File: src/rtl/spi_sched_pkg.sv
// spi_sched_pkg: shared types and sizing helpers for the SPI transfer scheduler.
//   state_t  - scheduler FSM encoding
//   cnt_w()  - counter width for a count of n (never below 1 bit)
//   *_D      - default timing constants used by spi_xfer_sched
package spi_sched_pkg;

  typedef enum logic [2:0] {
    S_IDLE, S_SETUP, S_LOAD, S_START, S_WAIT, S_HOLD, S_GAP
  } state_t;

  localparam int SETUP_CYC_D = 4;
  localparam int HOLD_CYC_D  = 4;
  localparam int TIMEOUT_D   = 1024;

  function automatic int cnt_w(input int n);
    return (n > 1) ? $clog2(n) : 1;
  endfunction

endpackage

File: src/rtl/rr_arbiter.sv
// rr_arbiter: combinational round-robin pick.
//   i_req - request vector
//   i_ptr - index with highest priority this round
//   o_gnt - one-hot grant (zero when no request)
//   o_idx - binary index of the grant
//   o_any - at least one request present
module rr_arbiter #(
  parameter int N_REQ = 2,
  parameter int IDX_W = 1
) (
  input  logic [N_REQ-1:0] i_req,
  input  logic [IDX_W-1:0] i_ptr,
  output logic [N_REQ-1:0] o_gnt,
  output logic [IDX_W-1:0] o_idx,
  output logic             o_any
);

  int w_j;

  // Walk from i_ptr upward with wrap; first hit wins.
  always_comb begin
    o_gnt = '0;
    o_idx = '0;
    o_any = 1'b0;
    w_j   = 0;
    for (int k = 0; k < N_REQ; k++) begin
      w_j = int'(i_ptr) + k;
      if (w_j >= N_REQ) w_j = w_j - N_REQ;
      if (!o_any && i_req[w_j]) begin
        o_gnt[w_j] = 1'b1;
        o_idx      = IDX_W'(w_j);
        o_any      = 1'b1;
      end
    end
  end

endmodule

File: src/rtl/spi_xfer_sched.sv
// spi_xfer_sched: shares one SPI master between N_REQ requesters, round robin.
// A granted requester owns a whole multi-byte frame: its cpol/cpha/dvsr are
// driven to the master from the grant cycle, its slave select is held low,
// bytes are pulled through tx_ready/tx_valid and returned on rx_data/rx_valid.
// Ports:
//   clk_i, reset_i              clock, async active-high reset
//   req_i/len_i/cpol_i/cpha_i/dvsr_i  per-requester frame request + config
//   tx_data_i/tx_valid_i/tx_ready_o   per-requester TX byte handshake
//   rx_data_o/rx_valid_o        shared RX byte, pulse to the owner
//   gnt_o/xfer_done_o/err_o     frame grant, completion, watchdog abort
//   ss_n_o                      active-low slave selects
//   spi_*                       master core interface
// Timing: ss_n fall to start pulse is SETUP_CYC edges when the TX byte is
// already valid (the LOAD handshake cycle is the last setup cycle, so
// SETUP_CYC must be >= 2); last done tick to ss_n rise is HOLD_CYC edges.
module spi_xfer_sched
  import spi_sched_pkg::*;
#(
  parameter int N_REQ     = 2,
  parameter int LEN_W     = 4,
  parameter int DVSR_W    = 16,
  parameter int SETUP_CYC = SETUP_CYC_D,
  parameter int HOLD_CYC  = HOLD_CYC_D,
  parameter int TIMEOUT   = TIMEOUT_D
) (
  input  logic                    clk_i,
  input  logic                    reset_i,
  input  logic [N_REQ-1:0]        req_i,
  input  logic [N_REQ*LEN_W-1:0]  len_i,
  input  logic [N_REQ-1:0]        cpol_i,
  input  logic [N_REQ-1:0]        cpha_i,
  input  logic [N_REQ*DVSR_W-1:0] dvsr_i,
  input  logic [N_REQ*8-1:0]      tx_data_i,
  input  logic [N_REQ-1:0]        tx_valid_i,
  output logic [N_REQ-1:0]        tx_ready_o,
  output logic [7:0]              rx_data_o,
  output logic [N_REQ-1:0]        rx_valid_o,
  output logic [N_REQ-1:0]        gnt_o,
  output logic [N_REQ-1:0]        xfer_done_o,
  output logic [N_REQ-1:0]        err_o,
  output logic [N_REQ-1:0]        ss_n_o,
  output logic                    spi_start_o,
  output logic [7:0]              spi_din_o,
  output logic                    spi_cpol_o,
  output logic                    spi_cpha_o,
  output logic [DVSR_W-1:0]       spi_dvsr_o,
  input  logic [7:0]              spi_dout_i,
  input  logic                    spi_done_tick_i
);

  localparam int IDX_W = cnt_w(N_REQ);
  localparam int TMR_W = cnt_w(TIMEOUT + SETUP_CYC + HOLD_CYC);
  localparam int CNT_W = LEN_W + 1;

  state_t            r_state;
  logic [IDX_W-1:0]  r_ptr, r_idx;
  logic [TMR_W-1:0]  r_tmr;
  logic [CNT_W-1:0]  r_left;
  logic              r_abort;
  logic [N_REQ-1:0]  r_gnt, r_ss_n, r_tx_rdy, r_rx_vld, r_done, r_err;
  logic [7:0]        r_rx_data, r_din;
  logic              r_start, r_cpol, r_cpha;
  logic [DVSR_W-1:0] r_dvsr;

  logic [N_REQ-1:0]  w_gnt;
  logic [IDX_W-1:0]  w_idx;
  logic              w_any;
  logic [LEN_W-1:0]  w_len;
  logic [7:0]        w_tx_byte;
  logic              w_tx_vld;

  rr_arbiter #(.N_REQ(N_REQ), .IDX_W(IDX_W)) u_arb (
    .i_req (req_i),
    .i_ptr (r_ptr),
    .o_gnt (w_gnt),
    .o_idx (w_idx),
    .o_any (w_any)
  );

  assign w_len     = len_i[w_idx*LEN_W +: LEN_W];
  assign w_tx_byte = tx_data_i[r_idx*8 +: 8];
  assign w_tx_vld  = tx_valid_i[r_idx];

  always_ff @(posedge clk_i or posedge reset_i) begin
    if (reset_i) begin
      r_state   <= S_IDLE;
      r_ptr     <= '0;
      r_idx     <= '0;
      r_tmr     <= '0;
      r_left    <= '0;
      r_abort   <= 1'b0;
      r_gnt     <= '0;
      r_ss_n    <= '1;
      r_tx_rdy  <= '0;
      r_rx_vld  <= '0;
      r_done    <= '0;
      r_err     <= '0;
      r_rx_data <= '0;
      r_din     <= '0;
      r_start   <= 1'b0;
      r_cpol    <= 1'b0;
      r_cpha    <= 1'b0;
      r_dvsr    <= '0;
    end else begin
      // single-cycle pulses
      r_start  <= 1'b0;
      r_rx_vld <= '0;
      r_done   <= '0;
      r_err    <= '0;
      case (r_state)
        S_IDLE: if (w_any) begin
          r_gnt   <= w_gnt;
          r_idx   <= w_idx;
          r_ss_n  <= ~w_gnt;
          r_cpol  <= cpol_i[w_idx];
          r_cpha  <= cpha_i[w_idx];
          r_dvsr  <= dvsr_i[w_idx*DVSR_W +: DVSR_W];
          // len 0 means a full 2**LEN_W byte frame
          r_left  <= (w_len == '0) ? {1'b1, {LEN_W{1'b0}}} : {1'b0, w_len};
          r_abort <= 1'b0;
          r_tmr   <= TMR_W'(1);  // LOAD supplies the final setup cycle
          r_state <= S_SETUP;
        end
        S_SETUP: begin
          if (r_tmr == TMR_W'(SETUP_CYC - 1)) begin
            r_tx_rdy <= r_gnt;
            r_state  <= S_LOAD;
          end else begin
            r_tmr <= r_tmr + 1'b1;
          end
        end
        S_LOAD: if (w_tx_vld) begin
          r_din    <= w_tx_byte;
          r_tx_rdy <= '0;
          r_start  <= 1'b1;
          r_state  <= S_START;
        end
        S_START: begin
          r_tmr   <= '0;
          r_state <= S_WAIT;
        end
        S_WAIT: begin
          if (spi_done_tick_i) begin
            r_rx_data <= spi_dout_i;
            r_rx_vld  <= r_gnt;
            if (r_left == CNT_W'(1)) begin
              r_tmr   <= '0;
              r_state <= S_HOLD;
            end else begin
              r_left   <= r_left - 1'b1;
              r_tx_rdy <= r_gnt;
              r_state  <= S_LOAD;
            end
          end else if (r_tmr == TMR_W'(TIMEOUT - 1)) begin
            r_err   <= r_gnt;
            r_abort <= 1'b1;
            r_tmr   <= '0;
            r_state <= S_HOLD;
          end else begin
            r_tmr <= r_tmr + 1'b1;
          end
        end
        S_HOLD: begin
          if (r_tmr == TMR_W'(HOLD_CYC - 1)) begin
            r_ss_n  <= '1;
            r_gnt   <= '0;
            r_done  <= r_abort ? '0 : r_gnt;
            r_ptr   <= (r_idx == IDX_W'(N_REQ - 1)) ? '0 : r_idx + 1'b1;
            r_state <= S_GAP;
          end else begin
            r_tmr <= r_tmr + 1'b1;
          end
        end
        S_GAP:   r_state <= S_IDLE;
        default: r_state <= S_IDLE;
      endcase
    end
  end

  assign gnt_o       = r_gnt;
  assign ss_n_o      = r_ss_n;
  assign tx_ready_o  = r_tx_rdy;
  assign rx_data_o   = r_rx_data;
  assign rx_valid_o  = r_rx_vld;
  assign xfer_done_o = r_done;
  assign err_o       = r_err;
  assign spi_start_o = r_start;
  assign spi_din_o   = r_din;
  assign spi_cpol_o  = r_cpol;
  assign spi_cpha_o  = r_cpha;
  assign spi_dvsr_o  = r_dvsr;

endmodule
File: config.mk
export PLATFORM = sky130hd
export DESIGN_NAME = spi_xfer_sched
export DESIGN_NICKNAME = d
export VERILOG_FILES = /design/src/rtl/spi_sched_pkg.sv /design/src/rtl/rr_arbiter.sv /design/src/rtl/spi_xfer_sched.sv
export SDC_FILE = /design/constraint.sdc
export NUM_CORES = 1
export LEC_CHECK = 0
export CAP_MARGIN = 10
export CORE_UTILIZATION = 48
export DETAILED_ROUTE_END_ITERATION = 6
export HOLD_SLACK_MARGIN = 0.1
export PLACE_DENSITY = 0.88
export SYNTH_ARGS = -nofsm -noshare
export SYNTH_HDL_FRONTEND = slang
export SYNTH_SLANG_ARGS = --single-unit
File: constraint.sdc
create_clock -name clk_i -period 4.9 [get_ports clk_i]
set_input_delay 0.98 -clock clk_i [delete_from_list [all_inputs] [get_ports clk_i]]
set_output_delay 0.98 -clock clk_i [all_outputs]
set_load 0.005 [all_outputs]
### Word-level counts from Yosys, hierarchy flattened

Cells that the tools add are included.

| operators by class | value |
|---|---|
| reduce and logical (&&, ||, !) cells | 21 |
| $lt $le $gt $ge | 8 |
| add/sub/neg operators | 6 |
| shifts and indexed selects | 3 |
| eq/ne operators | 19 |
| mux-type cells | 69 |
| bitwise logic cells | 2 |

Operator list:

| operator | number |
|---|---|
| $ge 32x1->1 const B | 2 |
| $lt 32x3->1 const B | 2 |
| $mux 32 | 2 |
| $mux 11 | 5 |
| $pmux 11 s4 | 1 |
| $mux 2 | 18 |
| $ge 32x3->1 const B | 1 |
| $shiftx 32x6->16 | 1 |
| $sub 32x3->32 const B | 1 |
| $mux 1 | 24 |
| $mux 3 | 7 |
| $mux 5 | 4 |
| $pmux 3 s6 | 1 |
| $ne 2x2->1 const B | 8 |
| $shiftx 16x5->8 | 1 |
| $reduce_and 4->1 | 3 |
| $add 11x1->11 const B | 1 |
| $eq 11x10->1 const B | 1 |
| $eq 11x2->1 const B | 1 |
| $pmux 5 s2 | 1 |
| $reduce_and 5->1 | 2 |
| $pmux 2 s2 | 2 |
| $reduce_and 2->1 | 4 |
| $shiftx 8x4->4 | 1 |
| 26 further kinds | 34 |

| word-level totals | value |
|---|---|
| flip-flop bits (word level) | 69 |
| input port bits | 75 |
| word-level logic and storage cells | 146 |
| output and inout port bits | 47 |

### Depth between registers and ports, before layout

Gate-level depths: netlist (run 1).

| logic depth | value |
|---|---|
| depth after elaboration | 14 |
| mapped depth | 8 |
| gate-level depth less buffers | 7 |

### Modules after synthesis

Synthesis (run 1) repeated with hierarchy kept, for this count alone.

| second synthesis, totals | value |
|---|---|
| cells, all modules | 333 |
| area total of the unflattened synthesis | 3485.8 um2 |

Modules (own cells, without submodules):

| module | seq. area each (um2) | cells each | instances | area an instance (um2) |
|---|---|---|---|---|
| spi_xfer_sched | 1729.2 | 328 | 1 | 3453.3 |
| rr_arbiter | 0.0 | 5 | 1 | 32.5 |

### Worst setup path before layout (run 1)

OpenSTA, ideal clock, no wires.

| timing path | value |
|---|---|
| path type | input-to-reg |
| from | input port req_i[0] |
| to | register r_left[4] |
| data arrival time | 1963 ps |
| stages | 6 |
| path slack | 2816 ps |
| library setup time | 121 ps |
| path buffers | 1 |
| data required time | 4779 ps |
| path through | inv_1 -> o21ai_2 -> buf_2 -> mux2i_1 -> o32ai_1 -> a22o_1 |

| between the ends | value |
|---|---|
| longest elaborated chain between the ends | 12 |
| elaborated cells on any way between the ends | 19 |
| classes of those cells | eq/ne (1); shift (1); mux (13); reduce/logical (4) |

Ends and longest elaborated chain:

| what | RTL line | RTL |
|---|---|---|
| start: declaration | spi_xfer_sched.sv:28 | `input logic [N_REQ-1:0] req_i,` |
| $mux 1 (implied by the code) (3 in a row) | rr_arbiter.sv:29 | `if (!o_any && i_req[w_j]) begin` |
| $mux 1 | rr_arbiter.sv:29 |  |
| $logic_not 1->1 | rr_arbiter.sv:29 |  |
| $logic_and 1x1->1 | rr_arbiter.sv:29 |  |
| $mux 1 | rr_arbiter.sv:29 |  |
| $shiftx 8x4->4 | spi_xfer_sched.sv:80 | `assign w_len = len_i[w_idx*LEN_W +: LEN_W];` |
| $logic_not 4->1 | spi_xfer_sched.sv:119 | `r_left <= (w_len == '0) ? {1'b1, {LEN_W{1'b0}}} : {1'b0, w_len};` |
| $mux 5 | spi_xfer_sched.sv:119 |  |
| $mux 5 | spi_xfer_sched.sv:111 | `S_IDLE: if (w_any) begin` |
| $pmux 5 s2 | spi_xfer_sched.sv:110 | `case (r_state)` |
| end signal: assignment | spi_xfer_sched.sv:119 |  |
| end signal: assignment | spi_xfer_sched.sv:150 | `r_left <= r_left - 1'b1;` |
| end: declaration | spi_xfer_sched.sv:58 | `logic [CNT_W-1:0] r_left;` |

Parallel ways exist; a longest one is shown, timed or not. The select of a mux whose other input is x is not followed.
A chain may end at the register's enable or synchronous reset.

### Worst setup path in the final report (run 1)

| timing path | value |
|---|---|
| from | input port spi_done_tick_i |
| to | register r_tmr[0] |

| between the ends | value |
|---|---|
| longest elaborated chain between the ends | 2 |
| elaborated cells on any way between the ends | 4 |
| classes of those cells | eq/ne (1); mux (2); reduce/logical (1) |

Ends and longest elaborated chain:

| what | RTL line | RTL |
|---|---|---|
| start: declaration | spi_xfer_sched.sv:48 | `input logic spi_done_tick_i` |
| $ne 3x3->1 (no source line) or $mux 11 (tied branches) | - |  |
| $reduce_and 4->1 (no source line) or $pmux 11 s4 (tied branches) | - |  |
| end signal: assignment | spi_xfer_sched.sv:129 | `r_tmr <= r_tmr + 1'b1;` |
| end signal: assignment | spi_xfer_sched.sv:160 | `r_tmr <= r_tmr + 1'b1;` |
| end signal: assignment | spi_xfer_sched.sv:171 | `r_tmr <= r_tmr + 1'b1;` |
| end: declaration | spi_xfer_sched.sv:57 | `logic [TMR_W-1:0] r_tmr;` |

Parallel ways exist; a longest one is shown, timed or not.

==> run_results.csv, run 1 <==
group,metric,value,unit
floorplan,dieArea,0.00739,mm^2
worst_setup_path,r2r-end,"r_left[2]",
synth,synth_seq_area_share,0.511,
clocking,cts_made_buffers,9,
worst_setup_path,r2r_start,"r_state[0]",
timing,maxSlewViolCount,0,
global_route,antenna_found_initial,0,
detailed_routing,dr.pass1.iters,4,
timing,finalSetupViolations,0,
synth,yosys_warnings,0,
layout,mostFrequentLayoutCell,"clkdlybuf4s50_1",
worst_setup_path,path_class,"in -> reg",
timing,worst_pin_slew,0.635,ns
floorplan,ioPinCount,122,
timing,fin_skew,0.00821,ns
layout,final-seq-area,0.00173,mm^2
layout,mostFrequentLayoutCells,"clkdlybuf4s50_1 (121), dfrtp_1 (67), nand2_1 (40)",
detailed_routing,wl_per_cell,15.6,um
detailed_routing,drtIter0Drc,141,
synth,avgSynthCellArea,10.4,um^2
synth,synth-edff-count,0,
synth,synth_cell_types,51,
pwr,switchingPower,0.000885,W
clocking,clock_sink_count,69,
synth,syn_inst,324,
pwr,comb_power_share,0.415,
timing,hold_viol_final,0,
worst_setup_path,required,5.13,ns
floorplan,core_area,0.00679,mm^2
placed_design,dpl.hpwl,6450,um
pwr,clockPowerShare,0.218,
clocking,cts_tree,"done",
global_route,grt_pass1_vias,2924,
layout,nets,525,
detailed_routing,route.detailed.drc,0,
pwr,worst_ir_drop_vdd,0.271,mV
clocking,cts_resized,0,
synth,ys.flop_type,"dfrtp_1",
min_path,worstHoldPathCells,2,
run_status,outcome,"complete, no violations",
detailed_routing,postRouteAntennaNets,0,
timing,max_freq,388,MHz
layout,diodes,0,
placed_design,port_buffers,121,
synth,syn_area,0.00338,mm^2
detailed_routing,finalWirelength,8520,um
timing,slew_headroom,0.576,
min_path,whs_endpoint,"spi_dvsr_o[1]",
global_route,grt_pass1_wl,14200,um
clocking,root_buffer,"clkbuf_8",
synth,synth_fp_nets,402,
layout,fill_cells,486,
min_path,worstHoldPathType,"reg -> reg",
worst_setup_path,crit_path_start_kind,"primary input",
min_path,min_from,"spi_dvsr_o[1]",
layout,fin_util,0.727,
detailed_routing,routed_via_density,5.40,
pwr,seqPwrFrac,0.367,
pwr,p_leak,2.18,nW
timing,timing.final.crit_share,0.526,
run,cap_violations,0,
pwr,p_int,0.00179,W
layout,syn2layout_area_growth,45.9,%
worst_setup_path,r2r_cells,6,
clocking,clkTransAtPathRegs,0.07,ns
clocking,insertion_delay,0.35,ns
timing,rsz0062_at_grt,"no",
clocking,cts_max_level,3,
worst_setup_path,r2r_slack,2.77,ns
layout,finalInstanceArea,0.00494,mm^2
global_route,grt_start_max_net_pins,39,
timing,setup_tns,0,ns
clocking,hold_buffers,0,
worst_setup_path,cp.arrival,2.80,ns
clocking,postCtsSetupBuffers,0,
detailed_routing,vias,2958,
layout,drive_above_1_share,0.102,
placed_design,gp_congestion,0.876,
floorplan,die_h,85.9,um
floorplan,die_w,85.9,um
clocking,clockBufferDepth,2,
pwr,p_sw_frac,0.331,
floorplan,start_util,0.498,
global_route,overflow,0,
worst_setup_path,cp-end-kind,"register",
synth,yosys_register_bits,69,
placed_design,dpl_cell_area,0.00468,mm^2
global_route,grtUsageTotal,0.247,
timing,period_needed,2.58,ns
layout,multiInputGateArea,0.00156,mm^2
synth,synth-async-reset-ratio,1.00,
pwr,power_density,542,mW/mm^2
worst_setup_path,crit_fanout,13,
floorplan,rows,30,
per-layer routing:
layer	GRT usage	wire [um]
met1	0.298	3510
met2	0.434	4230
met3	0.0616	709
met4	0.0788	77
met5	0	0
flip-flops by register name, indices dropped and copies added, names as in the netlist:
| register | cells |
|---|---|
| xfer_done_o | 2 |
| r_ptr | 1 |
| spi_cpol_o | 1 |
| r_state | 3 |
| rx_data_o | 8 |
| r_left | 5 |
| gnt_o | 2 |
| rx_valid_o | 2 |
| spi_din_o | 8 |
| spi_cpha_o | 1 |
| r_abort | 1 |
| err_o | 2 |
| tx_ready_o | 2 |
| ss_n_o | 2 |
| r_tmr | 11 |
| r_idx | 1 |
| spi_start_o | 1 |
| spi_dvsr_o | 16 |
worst max-delay path by stage:
stage                         start         to  cells past startpoint
global placement    spi_done_tick_i   r_tmr[0]                      6
floorplan                   reset_i   err_o[0]                      1
finish              spi_done_tick_i   r_tmr[0]                      6
detailed placement  spi_done_tick_i   r_tmr[0]                      6
global route               req_i[1]  r_left[0]                      6
CTS                 spi_done_tick_i   r_tmr[0]                      6
logic make-up (layout without fill, tap and decap cells):
| kind of cell | count (synthesis) | after routing | synth area share |
|---|---|---|---|
| mux | 41 | 41 | 0.125 |
| simple gates | 109 | 109 | 0.167 |
| buf+inv | 19 | 147 | 0.0274 |
| compound gates | 82 | 82 | 0.155 |
| xor+xnor | 1 | 1 | 0.00259 |
| fa+ha+maj | 3 | 3 | 0.0111 |
| flops | 69 | 69 | 0.511 |
power by group through the flow:
stage | sequential, W | combinational, W | clock, W
after detailed placement | 0.000991 | 0.00111 | 0
after global placement | 0.000977 | 0.00106 | 0
final | 0.000982 | 0.00111 | 0.000582
after CTS | 0.000982 | 0.00112 | 0.000590
after floorplan | 0.000936 | 0.000624 | 0
after global routing | 0.00102 | 0.00123 | 0.000617
stage by stage:
| step | instances | total power, W | setup slack (ns) | hold slack [ns] |
|---|---|---|---|---|
| floorplan | 324 | 0.00156 | 2.18 | 0.465 |
| finish | 548 | 0.00267 | 2.32 | 0.486 |
| global route | 548 | 0.00286 | 2.23 | 0.510 |
| detailed placement | 532 | 0.00210 | 1.98 | 0.472 |
| CTS | 548 | 0.00269 | 2.34 | 0.488 |
| global placement | 532 | 0.00204 | 2.04 | 0.463 |
cell type report:
type / count / share of cell area
sequential: 69 / 0.350
clock buffer: 13 / 0.0342
tap: 96 / 0.0243
multi-input combinational: 236 / 0.317
inverter: 6 / 0.00456
timing repair buffer: 125 / 0.251
clock inverter: 3 / 0.0183
Yosys cell counts, types with 3 or more instances:
cell,count,share of area
a31oi_1,3,0.0055
o31ai_1,3,0.0067
nor2_1,21,0.023
buf_2,5,0.0074
nand3_1,7,0.010
nand2b_1,7,0.013
o211ai_1,3,0.0067
clkbuf_1,5,0.0055
inv_1,6,0.0067
ha_1,3,0.011
o21ai_0,33,0.049
mux2i_1,30,0.089
mux2_2,11,0.037
and2_1,7,0.013
nor4_1,4,0.0074
a22o_1,7,0.018
nor2b_1,4,0.0074
a21oi_1,13,0.019
nand2_1,40,0.044
dfrtp_1,67,0.50
critical path, cell delays in order:
cell	delay, ns
clkdlybuf4s50_1	0.56
and4bb_2	0.48
nand2_2	0.13
o221ai_2	0.22
inv_1	0.13
mux2_2	0.30
(Power assumes the default switching activity.)
==> inputs of run 2 (changes only) <==
--- a/config.mk
+++ b/config.mk
@@ -6,10 +6,10 @@
 export NUM_CORES = 1
 export LEC_CHECK = 0
 export CAP_MARGIN = 10
-export CORE_UTILIZATION = 48
+export CORE_UTILIZATION = 41
 export DETAILED_ROUTE_END_ITERATION = 6
 export HOLD_SLACK_MARGIN = 0.1
-export PLACE_DENSITY = 0.88
+export PLACE_DENSITY = 0.8
 export SYNTH_ARGS = -nofsm -noshare
 export SYNTH_HDL_FRONTEND = slang
 export SYNTH_SLANG_ARGS = --single-unit
==> constraint.sdc (replaced) <==
create_clock -name clk_i -period 2.1 [get_ports clk_i]
set_input_delay 0.42 -clock clk_i [delete_from_list [all_inputs] [get_ports clk_i]]
set_output_delay 0.42 -clock clk_i [all_outputs]
set_load 0.005 [all_outputs]
==> run_results.csv, run 2 (same netlist as run 1, synthesis figures left out) <==
group,metric,value,unit
clocking,clock_sink_count,69,
worst_setup_path,crit_path_start_kind,"register",
run_status,outcome,"complete, no violations",
layout,drive_above_1_share,0.128,
layout,largest_reg_flops,16,
clocking,clockBufferDepth,2,
timing,hold_slack,0.450,ns
worst_setup_path,critical_path.max_stage_delay,0.51,ns
worst_setup_path,cp-end-kind,"register",
pwr,total_power,0.00617,W
detailed_routing,dr.pass1.iters,4,
layout,diodes,0,
timing,hold_viol_final,0,
layout,fill_cells,648,
timing,maxSlewViolCount,0,
run,cap_violations,0,
placed_design,port_buffers,121,
detailed_routing,wl_per_cell,15.2,um
layout,syn2layout_area_growth,49.9,%
global_route,grt_pass1_wl,14600,um
global_route,grt_start_max_net_pins,41,
floorplan,die_w,92.8,um
floorplan,die_h,92.8,um
worst_setup_path,cp.arrival,2.23,ns
detailed_routing,vias,3046,
floorplan,ioPinCount,122,
pwr,p_leak,2.25,nW
timing,worst_pin_slew,0.573,ns
floorplan,core_area,0.00785,mm^2
global_route,overflow,0,
detailed_routing,route.detailed.drc,0,
clocking,clkTransAtPathRegs,0.08,ns
pwr,worst_ir_drop_vdd,0.565,mV
pwr,power_density,1220,mW/mm^2
worst_setup_path,path_class,"reg -> reg",
worst_setup_path,cpMaxStageDelayCell,"or4b_4",
detailed_routing,finalWirelength,8670,um
layout,mostFrequentLayoutCell,"clkdlybuf4s50_1",
global_route,grt_pass1_vias,3094,
floorplan,start_util,0.431,
global_route,antenna_found_initial,0,
layout,nets,540,
timing,max_freq,497,MHz
worst_setup_path,crit_fanout,7,
timing,slew_headroom,0.615,
global_route,grtUsageTotal,0.216,
layout,mostFrequentLayoutCells,"clkdlybuf4s50_1 (121), dfrtp_1 (67), nand2_1 (40)",
timing,fin_skew,0.00910,ns
worst_setup_path,crit_buf_inv,2,
detailed_routing,postRouteAntennaNets,0,
worst_setup_path,worstPathCellList,"inv_1, ha_1, or4b_4, nand2_4, o221ai_4, buf_4, o21ai_0, o31ai_1",
clocking,cts_tree,"done",
worst_setup_path,required,2.32,ns
floorplan,rows,32,
detailed_routing,routed_via_density,5.35,
clocking,root_buffer,"clkbuf_8",
worst_setup_path,crit_family,"simple AND/OR/NAND/NOR gates",
detailed_routing,drtIter0Drc,194,
min_path,worstHoldPathType,"in -> async",
floorplan,dieArea,0.00862,mm^2
timing,period_needed,2.01,ns
clocking,cts_made_buffers,9,
timing,finalSetupViolations,0,
placed_design,dpl.hpwl,6660,um
timing,timing.final.crit_share,0.958,
clocking,cts_max_level,3,
placed_design,gp_congestion,0.936,
clocking,insertion_delay,0.34,ns
run 2: worst reg2reg max path: stages (launching register included):
cell and delay, ns:
dfrtp_1 0.39, inv_1 0.10, ha_1 0.15, or4b_4 0.51, nand2_4 0.12, o221ai_4 0.14
buf_4 0.18, o21ai_0 0.20, o31ai_1 0.11
run 2: metrics by stage:
stage / setup slack [ns] / util / std cells / area, um^2 / setup TNS (ns)
after CTS: 0.0820 / 0.644 / 569 / 5050 / 0
after global routing: -0.00342 / 0.646 / 569 / 5070 / -0.00342
after global placement: 0.0934 / 0.618 / 553 / 4850 / 0
after detailed placement: 0.0429 / 0.618 / 553 / 4850 / 0
after floorplan: 0.334 / - / 324 / 3390 / 0
final: 0.0873 / 0.646 / 569 / 5070 / 0
run 2: final timing paths:
check                         startpoint            end  slack [ns]  cells after the start
setup / recovery               r_left[1]       r_tmr[8]        0.09                      8
hold / removal                   reset_i  spi_dvsr_o[8]        0.45                      2
setup reg to reg               r_left[1]       r_tmr[8]        0.09                      8
hold reg to reg            spi_dvsr_o[7]  spi_dvsr_o[7]        0.48                      2
max in group asynchronous        reset_i      ss_n_o[0]        1.08                      3
min in group clk_i         spi_dvsr_o[7]  spi_dvsr_o[7]        0.48                      2
run 2: timing repair:
item                                    4_1_cts  5_1_grt
endpoints found under the setup margin        0        4
resized for setup                             0        3
hold buffers                                  0        0
buffers inserted                              0        0
endpoints found under the hold margin         0        0
run 2: cell type report:
class | instances | area [um^2] | share of cell area
Clock buffer | 13 | 159 | 0.0313
Sequential cell | 69 | 1730 | 0.341
Clock inverter | 3 | 43.8 | 0.00864
Tap cell | 102 | 128 | 0.0252
Timing Repair Buffer | 140 | 1400 | 0.277
Inverter | 6 | 26.3 | 0.00518
Multi-Input combinational cell | 236 | 1580 | 0.312
run 2: layer usage:
layer	track usage	up-vias	wire [um]
met4	0.0923	0	167
met5	0	-	0
met3	0.0542	15	677
met1	0.262	1458	3520
li1	-	1442	-
met2	0.365	131	4310
run 2: report_power, final:
part           total [W]  internal [W]  switching [W]
logic            0.00282       0.00158        0.00124
clock network    0.00111      0.000615       0.000494
registers        0.00224       0.00185       0.000385
==> inputs of run 3 (changes only) <==
==> constraint.sdc (replaced) <==
create_clock -name clk_i -period 2.1 [get_ports clk_i]
set_input_delay 0.42 -clock clk_i [delete_from_list [all_inputs] [get_ports clk_i]]
set_output_delay 0.42 -clock clk_i [all_outputs]
set_load 0.01 [all_outputs]
==> results of run 3 <==
Same layout as run 2 (identical final DEF). Status: complete, no violations.
Among the figures that moved: total power 0.00617 W -> 0.00632 W; worst IR drop on VDD 0.565 mV -> 0.578 mV
